$ cat src/rtl/unidir_bus_driver_if.sv
// rtl/unidir_bus_driver_if.sv - producer handshake and 4-bit bus signals for unidir_bus_driver
interface unidir_bus_driver_if;
    logic [3:0] in_data;
    logic       in_valid;
    logic       in_ready;
    logic [3:0] bus_inp;
    logic       bus_c;

    modport master (
        output in_data,
        output in_valid,
        input  in_ready,
        input  bus_inp,
        input  bus_c
    );

    modport slave (
        input  in_data,
        input  in_valid,
        output in_ready,
        output bus_inp,
        output bus_c
    );
endinterface

$ cat src/rtl/unidir_bus_driver.sv
// rtl/unidir_bus_driver.sv - FIFO-buffered framer driving bus_inp/bus_c; UBUS_SENT_CNT_EN adds sent_cnt
module unidir_bus_driver #(
    parameter int DEPTH = 4,
    parameter int HOLD  = 2,
    parameter int GAP   = 1
) (
    input  logic                     clk,
    input  logic                     rst_n,
    unidir_bus_driver_if.slave       bus,
    output logic                     busy,
    output logic [$clog2(DEPTH):0]   count
`ifdef UBUS_SENT_CNT_EN
    ,
    output logic [7:0]               sent_cnt
`endif
);
    localparam int AW     = $clog2(DEPTH);
    localparam int CNTW   = AW + 1;
    localparam int MAXT   = (HOLD > GAP) ? HOLD : GAP;
    localparam int TW     = (MAXT > 1) ? $clog2(MAXT) : 1;
    localparam bit NO_GAP = (GAP == 0);

    typedef enum logic [1:0] {S_IDLE, S_SETUP, S_DRIVE, S_GAP} state_t;

    state_t          state;
    logic [3:0]      mem [DEPTH];
    logic [AW-1:0]   wr_ptr;
    logic [AW-1:0]   rd_ptr;
    logic [TW-1:0]   tmr;
    logic [3:0]      bus_inp_r;
    logic            bus_c_r;
    logic            push;
    logic            pop;
    logic            tmr_done;
    logic            has_word;

    assign bus.in_ready = (count < CNTW'(DEPTH));
    assign bus.bus_inp  = bus_inp_r;
    assign bus.bus_c    = bus_c_r;
    assign busy         = (state != S_IDLE) || has_word;

    assign has_word = (count != '0);
    assign tmr_done = (tmr == '0);
    assign push     = bus.in_valid && bus.in_ready;
    // A pop is exactly an entry into SETUP, from whichever state ends a frame.
    assign pop      = has_word &&
                      ((state == S_IDLE) ||
                       (state == S_DRIVE && tmr_done && NO_GAP) ||
                       (state == S_GAP   && tmr_done));

    always_ff @(posedge clk) begin
        if (push) begin
            mem[wr_ptr] <= bus.in_data;
        end
    end

    always_ff @(posedge clk or negedge rst_n) begin
        if (!rst_n) begin
            wr_ptr <= '0;
            rd_ptr <= '0;
            count  <= '0;
        end else begin
            if (push) begin
                wr_ptr <= wr_ptr + 1'b1;
            end
            if (pop) begin
                rd_ptr <= rd_ptr + 1'b1;
            end
            case ({push, pop})
                2'b10:   count <= count + 1'b1;
                2'b01:   count <= count - 1'b1;
                default: count <= count;
            endcase
        end
    end

    always_ff @(posedge clk or negedge rst_n) begin
        if (!rst_n) begin
            state     <= S_IDLE;
            tmr       <= '0;
            bus_inp_r <= '0;
            bus_c_r   <= 1'b0;
        end else if (pop) begin
            state     <= S_SETUP;
            bus_inp_r <= mem[rd_ptr];
            bus_c_r   <= 1'b0;
        end else begin
            case (state)
                S_IDLE: begin
                    bus_c_r <= 1'b0;
                end
                S_SETUP: begin
                    state   <= S_DRIVE;
                    bus_c_r <= 1'b1;
                    tmr     <= TW'(HOLD - 1);
                end
                S_DRIVE: begin
                    if (!tmr_done) begin
                        tmr <= tmr - 1'b1;
                    end else if (!NO_GAP) begin
                        state   <= S_GAP;
                        bus_c_r <= 1'b0;
                        tmr     <= TW'(GAP - 1);
                    end else begin
                        state   <= S_IDLE;
                        bus_c_r <= 1'b0;
                    end
                end
                S_GAP: begin
                    if (!tmr_done) begin
                        tmr <= tmr - 1'b1;
                    end else begin
                        state <= S_IDLE;
                    end
                end
                default: begin
                    state   <= S_IDLE;
                    bus_c_r <= 1'b0;
                end
            endcase
        end
    end

`ifdef UBUS_SENT_CNT_EN
    always_ff @(posedge clk or negedge rst_n) begin
        if (!rst_n) begin
            sent_cnt <= '0;
        end else if (state == S_DRIVE && tmr_done) begin
            sent_cnt <= sent_cnt + 1'b1;
        end
    end
`endif
endmodule

$ cat src/flat_wrapper.sv
// flat-port wrapper written by rule: the top's interface ports become plain ports
module unidir_bus_driver_flat 
#(
    parameter int DEPTH = 4,
    parameter int HOLD  = 2,
    parameter int GAP   = 1
)
  (clk, rst_n, busy, count, bus_in_data, bus_in_valid, bus_in_ready, bus_bus_inp, bus_bus_c);
  unidir_bus_driver_if bus_i ();
  input  logic clk;
  input  logic rst_n;
  output logic busy;
  output logic [$clog2(DEPTH):0] count;
  input wire logic [$bits(bus_i.in_data)-1:0] bus_in_data;
  input wire logic [$bits(bus_i.in_valid)-1:0] bus_in_valid;
  output wire logic [$bits(bus_i.in_ready)-1:0] bus_in_ready;
  output wire logic [$bits(bus_i.bus_inp)-1:0] bus_bus_inp;
  output wire logic [$bits(bus_i.bus_c)-1:0] bus_bus_c;
  assign bus_i.in_data = bus_in_data;
  assign bus_i.in_valid = bus_in_valid;
  assign bus_in_ready = bus_i.in_ready;
  assign bus_bus_inp = bus_i.bus_inp;
  assign bus_bus_c = bus_i.bus_c;
  unidir_bus_driver #(.DEPTH(DEPTH), .HOLD(HOLD), .GAP(GAP)) u_core (.clk(clk), .rst_n(rst_n), .bus(bus_i), .busy(busy), .count(count));
endmodule
$ cat config.mk
export PLATFORM = sky130hd
export DESIGN_NAME = unidir_bus_driver_flat
export DESIGN_NICKNAME = d
export VERILOG_FILES = /design/src/rtl/unidir_bus_driver_if.sv /design/src/rtl/unidir_bus_driver.sv /design/src/flat_wrapper.sv
export SDC_FILE = /design/constraint.sdc
export NUM_CORES = 1
export LEC_CHECK = 0
export ABC_AREA = 1
export CORE_MARGIN = 2
export CORE_UTILIZATION = 35
export DETAILED_ROUTE_END_ITERATION = 12
export MAX_ROUTING_LAYER = met4
export PLACE_DENSITY = 0.51
export SYNTH_ARGS = -nofsm -noshare
export SYNTH_HDL_FRONTEND = slang
export SYNTH_SLANG_ARGS = --single-unit
$ cat constraint.sdc
create_clock -name clk -period 2.31 [get_ports clk]
set_input_delay 0.3465 -clock clk [delete_from_list [all_inputs] [get_ports clk]]
set_output_delay 0.3465 -clock clk [all_outputs]
set_load 0.005 [all_outputs]
==> results.json, run 1 <==
{
  "yosysSeqAreaShare_pct": 54.07,
  "cts_hold_repair.buffers": 0,
  "run_status": "completed",
  "clock_sink_count": 31,
  "port_buffers": 16,
  "post-cts-setup-buffers": 0,
  "antenna_violating_nets_post_route": 0,
  "worstSetupPathType": "flop to flop",
  "syn-cell-area_sq_um": 1583,
  "clockRootBuffer": "sky130_fd_sc_hd__clkbuf_8",
  "antennaDiodeCount": 0,
  "cts_tree": "done",
  "cp-start-kind": "flop",
  "synth-warning-count": 0,
  "yosys-top-cells-area": "sky130_fd_sc_hd__edfxtp_1 30%, sky130_fd_sc_hd__dfrtp_1 24%, sky130_fd_sc_hd__nand2_1 11%, sky130_fd_sc_hd__ha_1 8.7%, sky130_fd_sc_hd__inv_1 6.4%",
  "setup_viol": 0,
  "wl_per_cell_um": 11.56,
  "worstReg2RegEnd": "u_core.count[2]$_DFFE_PN0P_",
  "critical-path-slowest-cell": "sky130_fd_sc_hd__dfrtp_1",
  "chip_width_um": 71.25,
  "fraction_of_final_layout_cells_sized_beyond_drive_strength_1_pct": 9.524,
  "syn_avg_cell_area_sq_um": 9.535,
  "ir_drop_v": 0.0008071,
  "die_h_um": 71.25,
  "crit_buf_inv": 4,
  "area_growth_pct": 20.71,
  "dieArea_sq_um": 5076,
  "cts.path.max_buffers": 2,
  "crit_path_start": "u_core.state[1]$_DFFE_PN0P_",
  "fp.coreArea_sq_um": 4354,
  "endpoint": "u_core.count[2]$_DFFE_PN0P_",
  "worst_hold_path_type": "primary input to async pin",
  "critPathRequiredTime_ns": 2.48,
  "finish.instance_area_sq_um": 1911,
  "worstSetupPathDepth": 12,
  "postSynth.topFlopCell": "sky130_fd_sc_hd__edfxtp_1",
  "slew_viol_final": 0,
  "num_rows": 24,
  "drt-total-wl_um": 2787,
  "layout.nets": 207,
  "rsz0062_at_grt": "no",
  "detailed_place.area_sq_um": 1793,
  "detail_route.vias_per_cell": 4.456,
  "drt_iter0_drc": 48,
  "grt_use_total_pct": 13.12,
  "post-synth-top-area-cell": "sky130_fd_sc_hd__edfxtp_1",
  "initial_core_util_pct": 36.35,
  "clock_latency_ns": 0.28,
  "clock_tree.htree_level_count": 2,
  "drt_pre_antenna_iters": 4,
  "drv.max_cap_violation_count": 0,
  "ys_top_cells_by_count": "45 x sky130_fd_sc_hd__nand2_1, 27 x sky130_fd_sc_hd__inv_1, 16 x sky130_fd_sc_hd__edfxtp_1",
  "dp.final_hpwl_um": 2114,
  "clk_pin_slew_worst_paths_ns": 0.06,
  "filler_cell_count": 407,
  "number_of_antenna_violations_at_the_first_check_in_global_routing": 0,
  "place_congestion": 0.7364,
  "pwr_cell_area_nw_per_um2": 1437,
  "cts_buffers": 5,
  "synthesis.nets": 185,
  "finalHoldViolCount": 0,
  "grt_overflow_total": 0,
  "num_vias": 1074,
  "design.portCount": 17,
  "fmax_mhz": 477.2,
  "synth_cell_types": 24,
  "number_of_global_route_vias_before_repair": 1091,
  "worstRegToRegCells": 12,
  "skew_ns": 0.005568,
  "tns_ns": 0,
  "timing.critical_path.fanout_max": 5,
  "synth_async_sr_flop_share_pct": 48.39,
  "crit_path_cell_trace": "inv_1 > ha_1 > inv_1 > nand2_2 > nand2_4 > inv_1 > ha_1 > inv_1 > fa_1 > nand2_1 > nand3b_1 > xor2_1",
  "detail_route.drc_violations": 0,
  "grt_start_max_net_pins": 16,
  "final_min_period_over_clock_period_pct": 90.73,
  "crit_arrival_ns": 2.26,
  "worstSetupEndpointType": "flop",
  "grt_pass1_wl_um": 4961,
  "reg2reg_setup_slack_ns": 0.21,
  "cpLargestDelayFamily": "adder cells",
  "postSynthCellCount": 166,
  "synth_top_area_share_pct": 30.36,
  "synth_seq_cells": 31,
  "holdWs_ns": 0.4853,
  "cts-resized-gates": 0,
  "yosysMostFrequentCell": "sky130_fd_sc_hd__nand2_1",
  "max_slew_margin_pct": 53.28,
  "p_leak_uw": 0.0009041,
  "post-route-min-period_ns": 2.096,
  "cp_common_cell": "sky130_fd_sc_hd__inv_1",
  "crit-reg2reg-launch": "u_core.state[1]$_DFFE_PN0P_",
  "synth_enable_flop_cells": 16,
  "critical-path-max-stage-delay_ns": 0.43,
  "tightest_slew_ns": 0.6986
}
-- registers in the layout, indices dropped and copies added, names as in the netlist --
name	flops
u_core.mem	16
u_core.wr_ptr	2
u_core.state	2
u_core.tmr	1
u_core.bus.bus_c	1
u_core.count	3
u_core.rd_ptr	2
u_core.bus.bus_inp	4
-- worst min path at each step --
stage / cells after the start / end / slack (ns)
2_1_floorplan: 0 / u_core.bus.bus_c$_DFFE_PN0P_ / 0.05
3_3_place_gp: 2 / u_core.bus.bus_inp[2]$_DFFE_PN0P_ / 0.47
3_5_place_dp: 2 / u_core.bus.bus_inp[0]$_DFFE_PN0P_ / 0.47
4_1_cts: 2 / u_core.bus.bus_inp[2]$_DFFE_PN0P_ / 0.49
5_1_grt: 1 / u_core.wr_ptr[0]$_DFFE_PN0P_ / 0.54
6_report: 1 / u_core.wr_ptr[1]$_DFFE_PN0P_ / 0.49
-- through the flow --
stage / util (%) / worst slack [ns] / power (uW) / cells
2_1_floorplan: - / 0.2911 / 1821 / 166
3_3_place_gp: 41.18 / 0.3389 / 2175 / 233
3_5_place_dp: 41.18 / 0.2410 / 2222 / 233
4_1_cts: 43.88 / 0.1929 / 2785 / 241
5_1_grt: 43.88 / 0.02264 / 3024 / 241
6_report: 43.88 / 0.2142 / 2746 / 241
-- cell type report --
| type | instances | area, sq um | share of cell area [%] |
|---|---|---|---|
| Multi-Input combinational cell | 102 | 579.3 | 30.32 |
| Clock inverter | 2 | 35.03 | 1.834 |
| Inverter | 30 | 117.6 | 6.156 |
| Sequential cell | 31 | 855.8 | 44.79 |
| Timing Repair Buffer | 18 | 175.2 | 9.168 |
| Clock buffer | 6 | 82.58 | 4.322 |
| Tap cell | 52 | 65.06 | 3.405 |
-- cells by family (layout without fill, tap and decap cells) --
logic type | count (synthesis) | after routing | share of synthesized area (%)
and+or+nand+nor | 78 | 78 | 21.50
buffers and inverters | 33 | 56 | 9.329
DFF | 31 | 31 | 54.07
adders and majority gates | 12 | 12 | 9.960
AOI/OAI and AO/OA | 7 | 7 | 2.371
xor gates and xnor gates | 5 | 5 | 2.767
-- power breakdown --
| part | total, uW | internal [uW] | switching [uW] |
|---|---|---|---|
| Combinational | 1270 | 569 | 706 |
| Clock | 541 | 348 | 192 |
| Sequential | 930 | 770 | 160 |
| Total | 2750 | 1690 | 1060 |
-- layout by cell type (no fill, tap or decap), types with 2 or more instances in the layout --
master                            instances
sky130_fd_sc_hd__inv_1                   27
sky130_fd_sc_hd__nand2_1                 45
sky130_fd_sc_hd__nor2_1                  14
sky130_fd_sc_hd__clkbuf_8                 6
sky130_fd_sc_hd__edfxtp_1                16
sky130_fd_sc_hd__nand3_1                  8
sky130_fd_sc_hd__o21ai_0                  2
sky130_fd_sc_hd__dfrtp_1                 15
sky130_fd_sc_hd__clkdlybuf4s50_1         16
sky130_fd_sc_hd__or2_0                    4
sky130_fd_sc_hd__inv_2                    2
sky130_fd_sc_hd__nand2_2                  3
sky130_fd_sc_hd__a21oi_1                  3
sky130_fd_sc_hd__ha_1                    11
sky130_fd_sc_hd__buf_4                    2
sky130_fd_sc_hd__xor2_1                   3
sky130_fd_sc_hd__xnor2_1                  2
-- per-layer routing --
metal	wire, um	global-route usage [%]
met5	0	-
met2	1308	19.44
met4	60	5.870
met3	138	3.657
met1	1279	16.82
Note: power is estimated with default switching activity, not from simulation.
==> inputs of run 2 (changes only) <==
==> constraint.sdc (replaced) <==
create_clock -name clk -period 2.05 [get_ports clk]
set_input_delay 0.3075 -clock clk [delete_from_list [all_inputs] [get_ports clk]]
set_output_delay 0.3075 -clock clk [all_outputs]
set_load 0.005 [all_outputs]
==> run 2 against run 1 <==
Effect of this change:
- final area is 1.8% higher
- global-route usage decreased by 1.5 points
- sequential cell count unchanged
- first-iteration DRC count decreased by 52%
- sequential power grew 14%
- combinational power up 22%
- sequential share of layout area fell by 0.68 points
- clock power decreased by 21%
- via count up 2.2%
- worst setup slack got worse by 0.14 ns
==> results.json, run 2 (synthesis results as in run 1) <==
{
  "run_status": "completed",
  "layout.nets": 212,
  "clockRootBuffer": "sky130_fd_sc_hd__clkbuf_8",
  "place_ws_ns": 0.04391,
  "ir_drop_v": 0.0009202,
  "design.portCount": 17,
  "cts_tree": "done",
  "fmax_mhz": 507.1,
  "critPathRequiredTime_ns": 1.74,
  "clock_tree.htree_level_count": 2,
  "cts.path.max_buffers": 2,
  "slew_viol_final": 0,
  "clock_latency_ns": 0.28,
  "antenna_violating_nets_post_route": 0,
  "layout.cells.most_common": "sky130_fd_sc_hd__nand2_1",
  "grt_use_total_pct": 11.60,
  "crit_path_cell_trace": "inv_2 > ha_4 > buf_4 > nand4_1 > clkdlybuf4s50_1",
  "layoutNonFillerInstCount": 246,
  "drv.max_cap_violation_count": 0,
  "worstSetupPathType": "flop to output pin",
  "drt_pre_antenna_iters": 4,
  "worst_hold_path_type": "primary input to async pin",
  "setup_viol": 0,
  "num_vias": 1098,
  "crit_arrival_ns": 1.66,
  "largest_register_ffs": 16,
  "grt_overflow_total": 0,
  "antennaDiodeCount": 0,
  "drt-total-wl_um": 2746,
  "number_of_global_route_vias_before_repair": 992,
  "fp.coreArea_sq_um": 4354,
  "wl_per_cell_um": 11.16,
  "num_rows": 24,
  "critical-path-max-stage-delay_ns": 0.50,
  "chip_width_um": 71.25,
  "tightest_slew_ns": 0.6636,
  "initial_core_util_pct": 36.35,
  "grt_pass1_wl_um": 4340,
  "dp.final_hpwl_um": 2054,
  "dpl.cell_count": 235,
  "dieArea_sq_um": 5076,
  "port_buffers": 16,
  "grt_start_max_net_pins": 16,
  "finalHoldViolCount": 0,
  "worstSetupEndpointType": "output pin",
  "pwr_cell_area_nw_per_um2": 1562,
  "die_h_um": 71.25,
  "final_min_period_over_clock_period_pct": 96.20,
  "mostFrequentLayoutCells": "45 x sky130_fd_sc_hd__nand2_1, 25 x sky130_fd_sc_hd__inv_1, 16 x sky130_fd_sc_hd__clkdlybuf4s50_1, 16 x sky130_fd_sc_hd__edfxtp_1, 14 x sky130_fd_sc_hd__nor2_1",
  "skew_ns": 0.006925,
  "filler_cell_count": 402,
  "detail_route.drc_violations": 0,
  "area_growth_pct": 22.93,
  "cpLargestDelayFamily": "buffers and inverters",
  "crit_buf_inv": 3,
  "p_leak_uw": 0.0009012,
  "cts_buffers": 5,
  "critical-path-slowest-cell": "sky130_fd_sc_hd__clkdlybuf4s50_1",
  "cp-start-kind": "flop",
  "setup_ws_ns": 0.07790,
  "clk_pin_slew_worst_paths_ns": 0.06,
  "max_slew_margin_pct": 55.62,
  "rsz0062_at_grt": "yes",
  "drt_iter0_drc": 23,
  "post-route-min-period_ns": 1.972,
  "timing.critical_path.fanout_max": 5,
  "detail_route.vias_per_cell": 4.463,
  "number_of_antenna_violations_at_the_first_check_in_global_routing": 0,
  "place_congestion": 0.7463,
  "largest-register": "u_core.mem",
  "clock_sink_count": 31,
  "fraction_of_final_layout_cells_sized_beyond_drive_strength_1_pct": 14.43
}
## run 2: cell count changes in the layout (fill, tap and decap cells not counted), sizes merged
| cell | previous run | this run |
|---|---|---|
| clkinv | 1 | 2 |
| buf | 2 | 7 |
| bufinv | 1 | 0 |
## run 2: final cells by class
class | instances | area (sq um) | share of cell area (%)
Clock buffer | 6 | 72.57 | 3.730
Clock inverter | 2 | 7.507 | 0.3859
Inverter | 30 | 120.1 | 6.174
Timing Repair Buffer | 23 | 212.7 | 10.93
Sequential cell | 31 | 858.3 | 44.12
Multi-Input combinational cell | 102 | 609.3 | 31.32
Tap cell | 52 | 65.06 | 3.344
## run 2: report_power, final
group	leakage, uW	internal, uW	total, uW	switching (uW)
registers	0.000324	872	1060	190
clock network	0.0000403	230	428	198
logic	0.000537	725	1550	824
## run 2: worst paths after layout
path	startpoint	end	slack [ns]	cells past startpoint
worst max register to register	u_core.state[1]$_DFFE_PN0P_	u_core.count[2]$_DFFE_PN0P_	0.11	12
max in group asynchronous	rst_n	u_core.state[1]$_DFFE_PN0P_	1.15	1
worst max-delay path	u_core.state[1]$_DFFE_PN0P_	busy	0.08	5
min in group clk	u_core.bus.bus_inp[0]$_DFFE_PN0P_	u_core.bus.bus_inp[0]$_DFFE_PN0P_	0.48	2
worst min-delay path	rst_n	u_core.bus.bus_c$_DFFE_PN0P_	0.43	1
worst min register to register	u_core.bus.bus_inp[0]$_DFFE_PN0P_	u_core.bus.bus_inp[0]$_DFFE_PN0P_	0.48	2
## run 2: stage by stage
stage          instance area, sq um  setup TNS [ns]  utilization, %  hold slack [ns]  power (uW)
2_1_floorplan                  1583               0               -          0.01191        2052
5_1_grt                        1946        -0.02520           44.68           0.4846        3336
4_1_cts                        1896               0           43.53           0.4610        2982
3_5_place_dp                   1808               0           41.52           0.4698        2521
6_report                       1946               0           44.68           0.4348        3040
3_3_place_gp                   1808               0           41.52           0.4688        2468
## run 2: layer usage
| metal | part of all wire (%) | vias to the layer above | global-route usage (%) | routed length [um] |
|---|---|---|---|---|
| met5 | 0 | - | - | 0 |
| met4 | 1.5 | 0 | 4.403 | 40 |
| met3 | 5.4 | 6 | 4.079 | 148 |
| met2 | 49 | 21 | 18.72 | 1357 |
| met1 | 44 | 511 | 13.31 | 1199 |
| li1 | - | 560 | - | - |
## run 2: worst reg2reg max path, stage by stage, from the launching register on
cell and delay (ns):
sky130_fd_sc_hd__dfrtp_2 0.45, sky130_fd_sc_hd__inv_2 0.11, sky130_fd_sc_hd__ha_4 0.13, sky130_fd_sc_hd__inv_1 0.04, sky130_fd_sc_hd__nand2_2 0.07, sky130_fd_sc_hd__nand2_4 0.04
sky130_fd_sc_hd__inv_1 0.07, sky130_fd_sc_hd__ha_2 0.17, sky130_fd_sc_hd__inv_1 0.06, sky130_fd_sc_hd__fa_2 0.34, sky130_fd_sc_hd__nand2_1 0.08, sky130_fd_sc_hd__nand3b_1 0.09
sky130_fd_sc_hd__xor2_1 0.17
## run 2: repair_timing
action,4_1_cts,5_1_grt
hold endpoints to repair,0,0
setup endpoints to repair,1,3
hold buffers,0,0
buffers inserted,1,2
pin swaps,0,1
gates resized for setup,0,11
